File: src/rtl/ex_div_unit.sv
// ex_div_unit: iterative restoring DIV/DIVU, RADIX_LOG2 quotient bits per cycle; MULDIV_EARLY_TERM_EN enables LZC skip.
// Latency: done at T+N+1 (divisor 0: T+1; early-term build: variable, min T+2).
// Backpressure: hold keeps the result in DONE; stallreq freezes IF..EX while a divide is pending.
module ex_div_unit #(
  parameter int WIDTH      = 32,
  parameter int RADIX_LOG2 = 1
) (
  input  logic             clk,
  input  logic             rst,
  input  logic             flush,
  input  logic             hold,
  input  logic             start,
  input  logic             op_signed,
  input  logic [WIDTH-1:0] dividend,
  input  logic [WIDTH-1:0] divisor,
  output logic             stallreq,
  output logic             busy,
  output logic             done,
  output logic [WIDTH-1:0] quotient,
  output logic [WIDTH-1:0] remainder,
  output logic             div_zero
);

  localparam int N  = WIDTH / RADIX_LOG2;
  localparam int CW = $clog2(N + 1);

  typedef enum logic [1:0] {S_IDLE, S_RUN, S_DONE} state_t;

  state_t           state, state_nxt;
  logic             accept;
  logic             dvs_zero;
  logic [WIDTH-1:0] a_abs, b_abs;
  logic [WIDTH-1:0] quo_init;
  logic [CW-1:0]    cnt_init;

  logic [WIDTH-1:0] quo_q, rem_q, dvs_q;
  logic [CW-1:0]    cnt_q;
  logic             neg_q_q, neg_r_q;
  logic [WIDTH-1:0] quo_step, rem_step;
  logic [WIDTH-1:0] q_fix, r_fix;

  assign accept   = (state == S_IDLE) & start & ~flush;
  assign dvs_zero = (divisor == '0);
  assign a_abs    = (op_signed & dividend[WIDTH-1]) ? (~dividend + 1'b1) : dividend;
  assign b_abs    = (op_signed & divisor[WIDTH-1])  ? (~divisor + 1'b1)  : divisor;

`ifdef MULDIV_EARLY_TERM_EN
  localparam int LW = $clog2(WIDTH + 1);

  function automatic logic [LW-1:0] lzc_f(input logic [WIDTH-1:0] v);
    int   n;
    logic found;
    n     = 0;
    found = 1'b0;
    for (int i = WIDTH - 1; i >= 0; i--) begin
      if (v[i]) found = 1'b1;
      else if (!found) n = n + 1;
    end
    return LW'(n);
  endfunction

  logic [LW-1:0] pre_shift;

  // Skip whole groups of leading zeros so the remaining bit count stays a multiple of RADIX_LOG2
  always_comb begin
    int skip;
    skip      = int'(lzc_f(a_abs)) / RADIX_LOG2;
    pre_shift = LW'(skip * RADIX_LOG2);
    cnt_init  = (skip >= N) ? CW'(1) : CW'(N - skip);
    quo_init  = a_abs << pre_shift;
  end
`else
  assign cnt_init = CW'(N);
  assign quo_init = a_abs;
`endif

  // Restoring steps: dividend bits shift out of quo_q's top while quotient bits shift into its bottom
  always_comb begin
    logic [WIDTH:0]   sh;
    logic [WIDTH-1:0] rem_v, quo_v;
    sh    = '0;
    rem_v = rem_q;
    quo_v = quo_q;
    for (int i = 0; i < RADIX_LOG2; i++) begin
      sh    = {rem_v, quo_v[WIDTH-1]};
      quo_v = {quo_v[WIDTH-2:0], 1'b0};
      if (sh >= {1'b0, dvs_q}) begin
        sh       = sh - {1'b0, dvs_q};
        quo_v[0] = 1'b1;
      end
      rem_v = sh[WIDTH-1:0];
    end
    rem_step = rem_v;
    quo_step = quo_v;
  end

  assign q_fix = neg_q_q ? (~quo_step + 1'b1) : quo_step;
  assign r_fix = neg_r_q ? (~rem_step + 1'b1) : rem_step;

  always_ff @(posedge clk or negedge rst) begin
    if (!rst) state <= S_IDLE;
    else      state <= state_nxt;
  end

  always_comb begin
    state_nxt = state;
    case (state)
      S_IDLE: if (accept) state_nxt = dvs_zero ? S_DONE : S_RUN;
      S_RUN: begin
        if (flush)                  state_nxt = S_IDLE;
        else if (cnt_q == CW'(1))   state_nxt = S_DONE;
      end
      S_DONE: if (flush || !hold) state_nxt = S_IDLE;
      default: state_nxt = S_IDLE;
    endcase
  end

  always_comb begin
    stallreq = accept | ((state == S_RUN) & ~flush);
    busy     = (state != S_IDLE);
    done     = (state == S_DONE);
  end

  always_ff @(posedge clk or negedge rst) begin
    if (!rst) begin
      quo_q     <= '0;
      rem_q     <= '0;
      dvs_q     <= '0;
      cnt_q     <= '0;
      neg_q_q   <= 1'b0;
      neg_r_q   <= 1'b0;
      quotient  <= '0;
      remainder <= '0;
      div_zero  <= 1'b0;
    end else if (accept) begin
      quo_q   <= quo_init;
      rem_q   <= '0;
      dvs_q   <= b_abs;
      cnt_q   <= cnt_init;
      neg_q_q <= op_signed & (dividend[WIDTH-1] ^ divisor[WIDTH-1]);
      neg_r_q <= op_signed & dividend[WIDTH-1];
      if (dvs_zero) begin
        quotient  <= '1;
        remainder <= dividend;
        div_zero  <= 1'b1;
      end else begin
        div_zero  <= 1'b0;
      end
    end else if (state == S_RUN && !flush) begin
      quo_q <= quo_step;
      rem_q <= rem_step;
      cnt_q <= cnt_q - 1'b1;
      if (cnt_q == CW'(1)) begin
        quotient  <= q_fix;
        remainder <= r_fix;
        div_zero  <= 1'b0;
      end
    end
  end

endmodule
File: config.mk
export PLATFORM = sky130hd
export DESIGN_NAME = ex_div_unit
export DESIGN_NICKNAME = d
export VERILOG_FILES = /design/src/rtl/ex_div_unit.sv
export SDC_FILE = /design/constraint.sdc
export NUM_CORES = 1
export LEC_CHECK = 0
export BUFFER_PORTS_ARGS = -buffer_cell sky130_fd_sc_hd__buf_2
export CAP_MARGIN = 25
export CORE_MARGIN = 10
export CORE_UTILIZATION = 26
export CTS_CLUSTER_SIZE = 20
export DETAILED_ROUTE_END_ITERATION = 10
export REMOVE_ABC_BUFFERS = 1
export SLEW_MARGIN = 25
export SYNTH_ARGS = -nofsm -noshare
export SYNTH_HDL_FRONTEND = slang
export SYNTH_SLANG_ARGS = --single-unit
File: constraint.sdc
create_clock -name clk -period 8.2 [get_ports clk]
set_input_delay 0.41 -clock clk [delete_from_list [all_inputs] [get_ports clk]]
set_output_delay 0.41 -clock clk [all_outputs]
set_load 0.005 [all_outputs]
==> results of run 1 <==
-- per-layer routing --
layer	up-vias	part of all wire	global-route usage
li1	5726	-	-
met1	5552	0.45	0.1793
met2	336	0.47	0.2331
met3	73	0.055	0.02628
met4	12	0.029	0.05631
met5	-	0.0021	0
-- worst paths after layout --
check / startpoint / cells after the start / endpoint
setup / recovery: rem_q[23] / 17 / remainder[28]
hold / removal: rst / 1 / quotient[29]
setup reg to reg: rem_q[23] / 17 / remainder[28]
hold reg to reg: dvs_q[9] / 2 / dvs_q[9]
max in group asynchronous: rst / 2 / quotient[3]
min in group clk: flush / 2 / state[1]
-- registers in the layout, indices dropped and copies added, names as in the netlist --
| signal | cells |
|---|---|
| dvs_q | 32 |
| cnt_q | 6 |
| rem_q | 32 |
| quo_q | 32 |
| neg_r_q | 1 |
| state | 2 |
| div_zero | 1 |
| quotient | 32 |
| neg_q_q | 1 |
| remainder | 32 |
-- logic make-up (layout without fill, tap and decap cells) --
| logic type | count (synthesis) | in the layout | share of synthesized area |
|---|---|---|---|
| xor gates and xnor gates | 138 | 138 | 0.09779 |
| other | 0 | 7 | 0 |
| and+or+nand+nor | 566 | 566 | 0.2086 |
| adders and majority gates | 39 | 39 | 0.04009 |
| AOI/OAI and AO/OA | 474 | 474 | 0.2423 |
| buffers and inverters | 136 | 235 | 0.04363 |
| DFF | 171 | 171 | 0.3462 |
| muxes | 26 | 26 | 0.02136 |
-- cells in the final DEF, fill, tap and decap left out, types with 38 or more instances in the layout --
cell | Yosys | final
inv_1 | 51 | 51
nor2_1 | 157 | 156
a31oi_1 | 65 | 65
buf_2 | 17 | 136
nand2_1 | 245 | 244
xnor2_1 | 59 | 59
xor2_1 | 79 | 79
dfrtp_1 | 171 | 171
a21oi_1 | 103 | 102
o21ai_0 | 132 | 132
ha_1 | 38 | 38
-- area by class of cell --
| cell class | count | area share |
|---|---|---|
| flip-flops and latches | 171 | 0.2998 |
| multi-input cells | 1243 | 0.5303 |
| repair buffers | 150 | 0.05646 |
| well taps | 607 | 0.05322 |
| clock buffers | 18 | 0.03077 |
| clock inverters | 14 | 0.01420 |
| diodes | 7 | 0.001227 |
| inverters | 53 | 0.01394 |
-- worst register-to-register path: cells and delay by family (launching register included) --
kind            cells  cell delay (ns)
simple gates        6             1.97
compound gates      6             1.18
buf+inv             2             0.60
mux                 1             0.33
fa+ha+maj           2             0.75
flops               1             0.42
-- stage by stage --
stage,hold WS [ns],std cells
after global routing,0.1286,2263
final,0.05396,2263
after CTS,0.09021,2256
after floorplan,0.1144,1467
after global placement,0.4625,2224
after detailed placement,0.4717,2224
-- where the power goes --
part	total, uW	internal (uW)	switching [uW]	leakage (uW)
sequential	1230	1050	188	0.00221
clock	897	501	396	0.000310
combinational	1270	507	761	0.00357
total	3400	2060	1340	0.00609
==> summary by stage, run 1 <==
Min path
The tightest min-delay check is of the in2async type.

Clock network
The clock net in this run drives a total of 171 sinks. Hold repair after CTS inserted 0 buffers. The clock latency reported for the late side of the worst-skew pair is about 0.45 ns. TritonCTS built the clock tree.

The total CTS buffers is 17. The clock tree root driver cell is clkbuf_16. The post-CTS resize count is 0. The setup fix buffers added after clock tree synthesis is 0.

The number of levels in the clock H-tree is 4. The clock passes through at most 2 buffers. Clock-pin slew was measured on the worst setup and hold paths at about 0.07 ns.

Route
The detail route stage leaves a number of antenna-violating nets equal to 0. The post-detailed-route wirelength per cell is between 15 and 20 um. In the routed layout, each cell is associated on average with a via count of about 5.2.

The detailed-routing iteration count for the pre-antenna-repair pass is 5. The iteration-0 DRC count of the detailed router is between 800 and 900. The via count is about 12000. Summed over all layers, the routed wires come to 40720 um. The post-route DRC violation count is 0.

Synthesis
Of the post-synthesis cell area, the dominant cell type holds 0.3462. The most used flip-flop cell after synthesis is dfrtp_1. Summed over all instances, the cell type with the most area after synthesis is dfrtp_1. The cell with the most instances after synthesis is nand2_1. Counting every instance in the synthesized netlist gives 1550. By area the synthesized netlist is led by dfrtp_1, nand2_1, xor2_1.

The proportion of synthesized chip area in sequential cells is 0.3462. During synthesis, Yosys emitted a total of 0 warnings. The netlist area before placement is 12360 um2. The number of flops mapped to enable cells by yosys is 0. The total of flip-flops plus latches after synthesis is approximately 170. The commonest cells after synthesis are nand2_1, dfrtp_1, nor2_1, o21ai_0, a21oi_1. A synthesized cell averages about 8 um2.

In the synthesized netlist the async set-or-reset flop fraction comes to 1.000. The number of distinct library cell variants in the gate-level netlist after synthesis is just over 80.

Finish
At the end of the flow the core is filled with cells to 0.3052. The area overhead of the layout relative to synthesis is 15.47%. The multi-input combinational cells in the finished layout cover a total of between 7000 and 8000 um2. After the last flow step, the layout net total stands at between 1500 and 2000. After filler insertion, the fill cell instance count of the layout stands at 5003. The sequential standard cell area is ~4300 um2. The summed area of non-filler cells in the final layout is ~14000 um2.

In the final layout, the share of cells above drive strength 1 is 0.1292.

Floorplan
The floorplan has 79 rows. The count of boundary I/O pins is around 140. The floorplan step defined a core boundary enclosing ~47000 um2. The area of the die is ~57000 um2. The die is 238.0 um tall. The die is about 240 um wide. For this configuration, the core starts out at a cell density of 0.2644.

GRT
The pin count of the biggest net entering global routing is around 180. The global-route wire length before repair is around 64000 um. The all-layer global routing usage is 0.1413. The number of global-route vias before repair is 11430. The initial antenna violation count was 13. The total global routing overflow is 0.

STA
The count of endpoints failing setup in the final report is 0. The number of hold violations in the final report is 0. For this run, the top clock speed supported by timing is approximately 0.18 GHz. The share of the clock period used by the worst path after layout is 0.6611. The setup TNS is 0 ns.

The final worst slack is 2.779 ns. For the pin with the worst max-slew slack, the measured transition is around 0.95 ns. The worst slew margin relative to its limit is 0.3678. The clock tree skew after final layout is ~0.010 ns. Setup repair after global routing left no endpoint under its margin. For the finished layout, the period the worst path requires is roughly 5.4 ns. The number of pins with negative max-slew slack in the final report is 0.

Worst setup path
For the worst setup path, the data required time is between 8 and 9 ns. In this run the register-to-register setup slack is approximately 2.8 ns. The kind of start point of the critical path is a flop.

The top fanout value on the critical path is 34. The worst-path cell with the longest stage delay is ha_1. The critical path goes through ha_1 -> nand4_1 -> nor2_1 -> a41oi_1 -> and2_1 -> a31oi_4 -> buf_4 -> inv_2 -> a21oi_1 -> ha_1 -> nor4b_1 -> nor4b_2 -> o22ai_1 -> or3_1 -> mux2_1 -> a32oi_1 -> a21oi_1. Among cell families on the critical path, the largest total delay comes from simple AND/OR/NAND/NOR gates. The stage delay of the slowest cell on the critical path is between 0.4 and 0.5 ns.

Together, buffers and inverters on the worst path number 2. The kind of capture point of the worst setup path is a flop. The critical path is of the reg2reg type.

The worst path arrival time is between 5 and 6 ns.

Placed design
Prior to clock tree synthesis, the placed netlist has a worst setup slack of 2.818 ns. The post-place instance area is between 10000 and 15000 um2. The HPWL after detailed placement is 31420 um. At the end of routability-driven placement, the weighted congestion stood at ~0.91. Buffers placed on the I/O ports in this run total roughly 140.

Power
Summed over all cells, the static leakage comes to 0.006091 uW. IR analysis of the VDD net gives a maximum drop of roughly 0.00015 V. Power spread over the standard cell area amounts to about 240 nW/um2. The post-layout total power is 3399 uW.

Run status
The flow ran to the end, and the final reports show no timing, DRC or antenna violations.

Flow run
Max-cap violations in this run came to 0.
Power figures use the tool's default switching activity.
==> run 2: changes to the inputs <==
- ABC_AREA: unset -> 1
- clock period: 8.2 -> 4.5 ns (I/O delays scaled with it)
==> run 2 against run 1 <==
Against the previous run: sequential cell count is the same; critical path depth grew 6; largest power group unchanged; clock skew grew 0.0052 ns; global-route usage grew 2.6 points; maximum frequency grew 34%; highest routed layer unchanged.
==> summary by stage, run 2 <==
Synthesis
The async set-or-reset flop fraction in the synthesized netlist is 1.000. Yosys mapped a number of flops with a built-in enable equal to 0. The top flip-flop cell by instance count after synthesis is dfrtp_1. A synthesized cell averages approximately 6.5 um2. The share of Yosys cell area claimed by the top area cell type is 0.3274. The synthesized design contains around 170 register bits. For this run, the register share of the synthesized area comes to 0.3274. By count the netlist is led by nand2_1, inv_1, nor2_1, dfrtp_1, nand3_1.

The cell with the most instances after synthesis is nand2_1. The netlist uses 57 different library cells. Synthesis handed over a netlist of about 2000 instances. The largest total area in the synthesized netlist belongs to dfrtp_1. The number of synthesis warnings is 0.

The synthesized netlist occupies a cell area of around 13000 um2. After synthesis, the cell types taking the most area are dfrtp_1, nand2_1, inv_1.

STA
The number of pins with negative max-slew slack in the final report came to 0. The clock tree skew after final layout is 0.01518 ns. In the final timing run, aggregate negative setup slack is 0 ns. Dividing the final minimum period by the clock period gives 0.8992. The number of hold violations in the final report is 0. Setup violations remaining at the end of the flow were counted as 0. Setup repair after global routing left no endpoint under its margin. The maximum clock frequency is ~0.25 GHz. Setup slack on the critical path of the routed design comes to 0.4537 ns. Headroom to the max-slew limit came out at 0.3990.

The actual transition at the worst max-transition pin is between 0.9 and 1 ns. The minimum clock period is around 4 ns.

Clock network
The sink count of the clock tree is ~170. Once the clock tree was built, the setup fixing pass inserted 0 buffers. The clock passes through at most 2 buffers. The number of levels in the clock H-tree is 4. CTS placed an instance of clkbuf_16 at the clock tree root. Buffers inserted during clock tree synthesis total 17. The clock latency reported for the late side of the worst-skew pair is ~0.48 ns. TritonCTS built the clock tree.

Clock-pin slew was measured on the worst setup and hold paths at ~0.070 ns.

Route
The detailed-routing iteration count for the pre-antenna-repair pass is 5. In this run the remaining antenna-violating nets after routing total 0. The via count normalized by instance count is slightly below 5. The via count is between 10000 and 15000. The iteration-0 DRC count of the detailed router is 1032. Dividing the detail-routed wire length by the instance count gives roughly 18 um.

The wire length reported by the detailed router is around 50000 um. For this run, design rule violations remaining after detail routing come to 0.

Floorplan
The floorplan step set the die width to between 200 and 250 um. The area of the core is 49970 um2. The row count is 82. The initial utilization of the core area, before any placement, comes to 0.2616. The area of the die is between 50000 and 60000 um2. The floorplan step set the die height to about 240 um.

about 140 I/O pins were placed.

Power
After layout, the design draws a total of around 12000 uW. The internal power summed over all cells is between 5000 and 6000 uW. Of the total power, registers draw 0.221.

The peak supply drop is approximately 0.00057 V. The combinational fraction of design power is 0.660. In this run the power density over the cells is about 800 nW/um2. The switching power share of the total is 0.5508. Summed over all cells, the static leakage comes to approximately 0.0077 uW. The analysis attributes to net switching a power of 6645 uW.

The clock power share is 0.119.

GRT
The all-layer global routing usage is 0.1675. The global-route wire length before repair is 78630 um. The initial antenna violation count is 6. The number of global-route vias before repair is about 13000. The pin count of the biggest net entering global routing is 152.

After global routing the overflow that remains totals 0.

Placed design
The wire-length estimate of the detail-placed layout is approximately 40000 um. The post-placement setup slack is about 0.25 ns. The number of cells after detailed placement is around 2800. At the end of routability-driven placement, the weighted congestion stood at about 0.93. The number of port buffers is 137.

Worst setup path
On the critical path, the stage with the largest delay is an instance of dfrtp_1. The top fanout value on the critical path is 5. The kind of start point of the critical path is a flop. The worst setup path is captured at a flop. The worst path required time is between 4 and 5 ns. The stage delay of the slowest cell on the critical path is ~0.40 ns.

The critical path in this run is classified as reg2reg. Grouping stages by cell kind, the critical path spends the most delay in simple AND/OR/NAND/NOR gates. Traced cell by cell, the critical path runs through ha_1 -> a21oi_1 -> nor2_1 -> nor2_2 -> a21oi_1 -> nor2_2 -> nand2_4 -> inv_4 -> ha_1 -> inv_1 -> nor3_2 -> nand3_1 -> inv_1 -> nand3_1 -> nor4_2 -> nand3_1 -> nor3_2 -> nor2_1 -> a21oi_1 -> nand2_1 -> xor2_1 -> o22ai_1 -> inv_1. The worst path arrival time is 4.41 ns. Counting both buffers and inverters, the worst setup path holds a total of 4.

Finish
The post-layout net count is about 2200. The number of non-filler instances in the completed layout is 2800. Relative to the synthesized area, the layout overhead comes to 15.60%.

The fraction of final layout cells sized beyond drive strength 1 is 0.1284. Leaving out fill and tap cells, the most frequent cell in the layout is nand2_1. The top cell types in the final layout, fill and taps aside, are nand2_1, inv_1, nor2_1.

Min path
The min-delay analysis places its worst path in the category in2reg.

Flow run
The tool flagged a number of max-cap violations equal to 0.

Run status
The run finished with clean final reports.
[run 2: cell types whose count changed after synthesis, moves of 24 or more]
cell and change:
nand3_1 +138, a21oi_1 -24, a31oi_1 -48, nor2_1 +31
inv_1 +218, nand2_1 +318, xnor2_1 -51, xor2_1 -25
[run 2: metrics by stage]
stage          instance area [um2]  hold slack (ns)    util
6_report                     15110          0.07484  0.3023
5_1_grt                      15100          0.08535  0.3023
4_1_cts                      15080          0.05983  0.3019
3_5_place_dp                 14510           0.3446  0.2904
3_3_place_gp                 14500           0.3466  0.2903
2_1_floorplan                12750         -0.07059       -
[run 2: cell families after synthesis]
kind of cell | share of synthesized area
flip-flops | 0.3274
adder cells (fa/ha/maj) | 0.03791
XOR/XNOR | 0.04155
buffers and inverters | 0.1071
AND/OR/NAND/NOR | 0.3442
AO/OA/AOI/OAI | 0.1418
[run 2: routing by layer]
metal  wire [um]  global-route usage  vias to the layer above
li1            -                   -                     6692
met1       22420              0.2123                     6366
met2       23710              0.2828                      312
met3        2318             0.02365                       74
met4        1517             0.06539                       10
met5          55                   0                        -
[run 2: layout make-up]
type	instances	area, um2
multi-input combinational	1473	7451
clock inverter	12	105.1
fill	5580	34860
tap	672	840.8
sequential	171	4279
inverter	287	1082
antenna	2	5.005
clock buffer	20	436.7
timing repair buffer	163	907.1
[run 2: power groups by stage]
| stage | Sequential, uW | Clock, uW | Combinational (uW) |
|---|---|---|---|
| after floorplan | 2610 | 0 | 5310 |
| after global placement | 2660 | 0 | 7920 |
| after detailed placement | 2680 | 0 | 7930 |
| after CTS | 2660 | 1470 | 7980 |
| after global routing | 2760 | 1520 | 9000 |
| final | 2670 | 1440 | 7960 |
[run 2: repair_timing]
item                                   in CTS  in global routing
hold buffers                                3                  0
setup endpoints to repair                   0                  4
resized for setup                           0                  4
endpoints found under the hold margin      82                  0
[run 2: worst register-to-register path, stage by stage, from the launching register on]
cell and delay [ns]:
dfrtp_1 0.40, ha_1 0.37, a21oi_1 0.27, nor2_1 0.08, nor2_2 0.18, a21oi_1 0.12
nor2_2 0.22, nand2_4 0.08, inv_4 0.06, ha_1 0.13, inv_1 0.05, nor3_2 0.15
nand3_1 0.13, inv_1 0.15, nand3_1 0.18, nor4_2 0.26, nand3_1 0.17, nor3_2 0.18
nor2_1 0.11, a21oi_1 0.22, nand2_1 0.09, xor2_1 0.15, o22ai_1 0.12, inv_1 0.06
[run 2: path summary, 6_finish.rpt]
check / slack, ns / startpoint / cells after the start / end
setup / recovery: 0.45 / rem_q[21] / 23 / quotient[28]
hold / removal: 0.07 / divisor[0] / 3 / dvs_q[0]
setup reg to reg: 0.45 / rem_q[21] / 23 / quotient[28]
hold reg to reg: 0.48 / remainder[1] / 2 / remainder[1]
max in group asynchronous: 3.04 / rst / 3 / quo_q[8]
min in group asynchronous: 0.36 / rst / 2 / dvs_q[17]
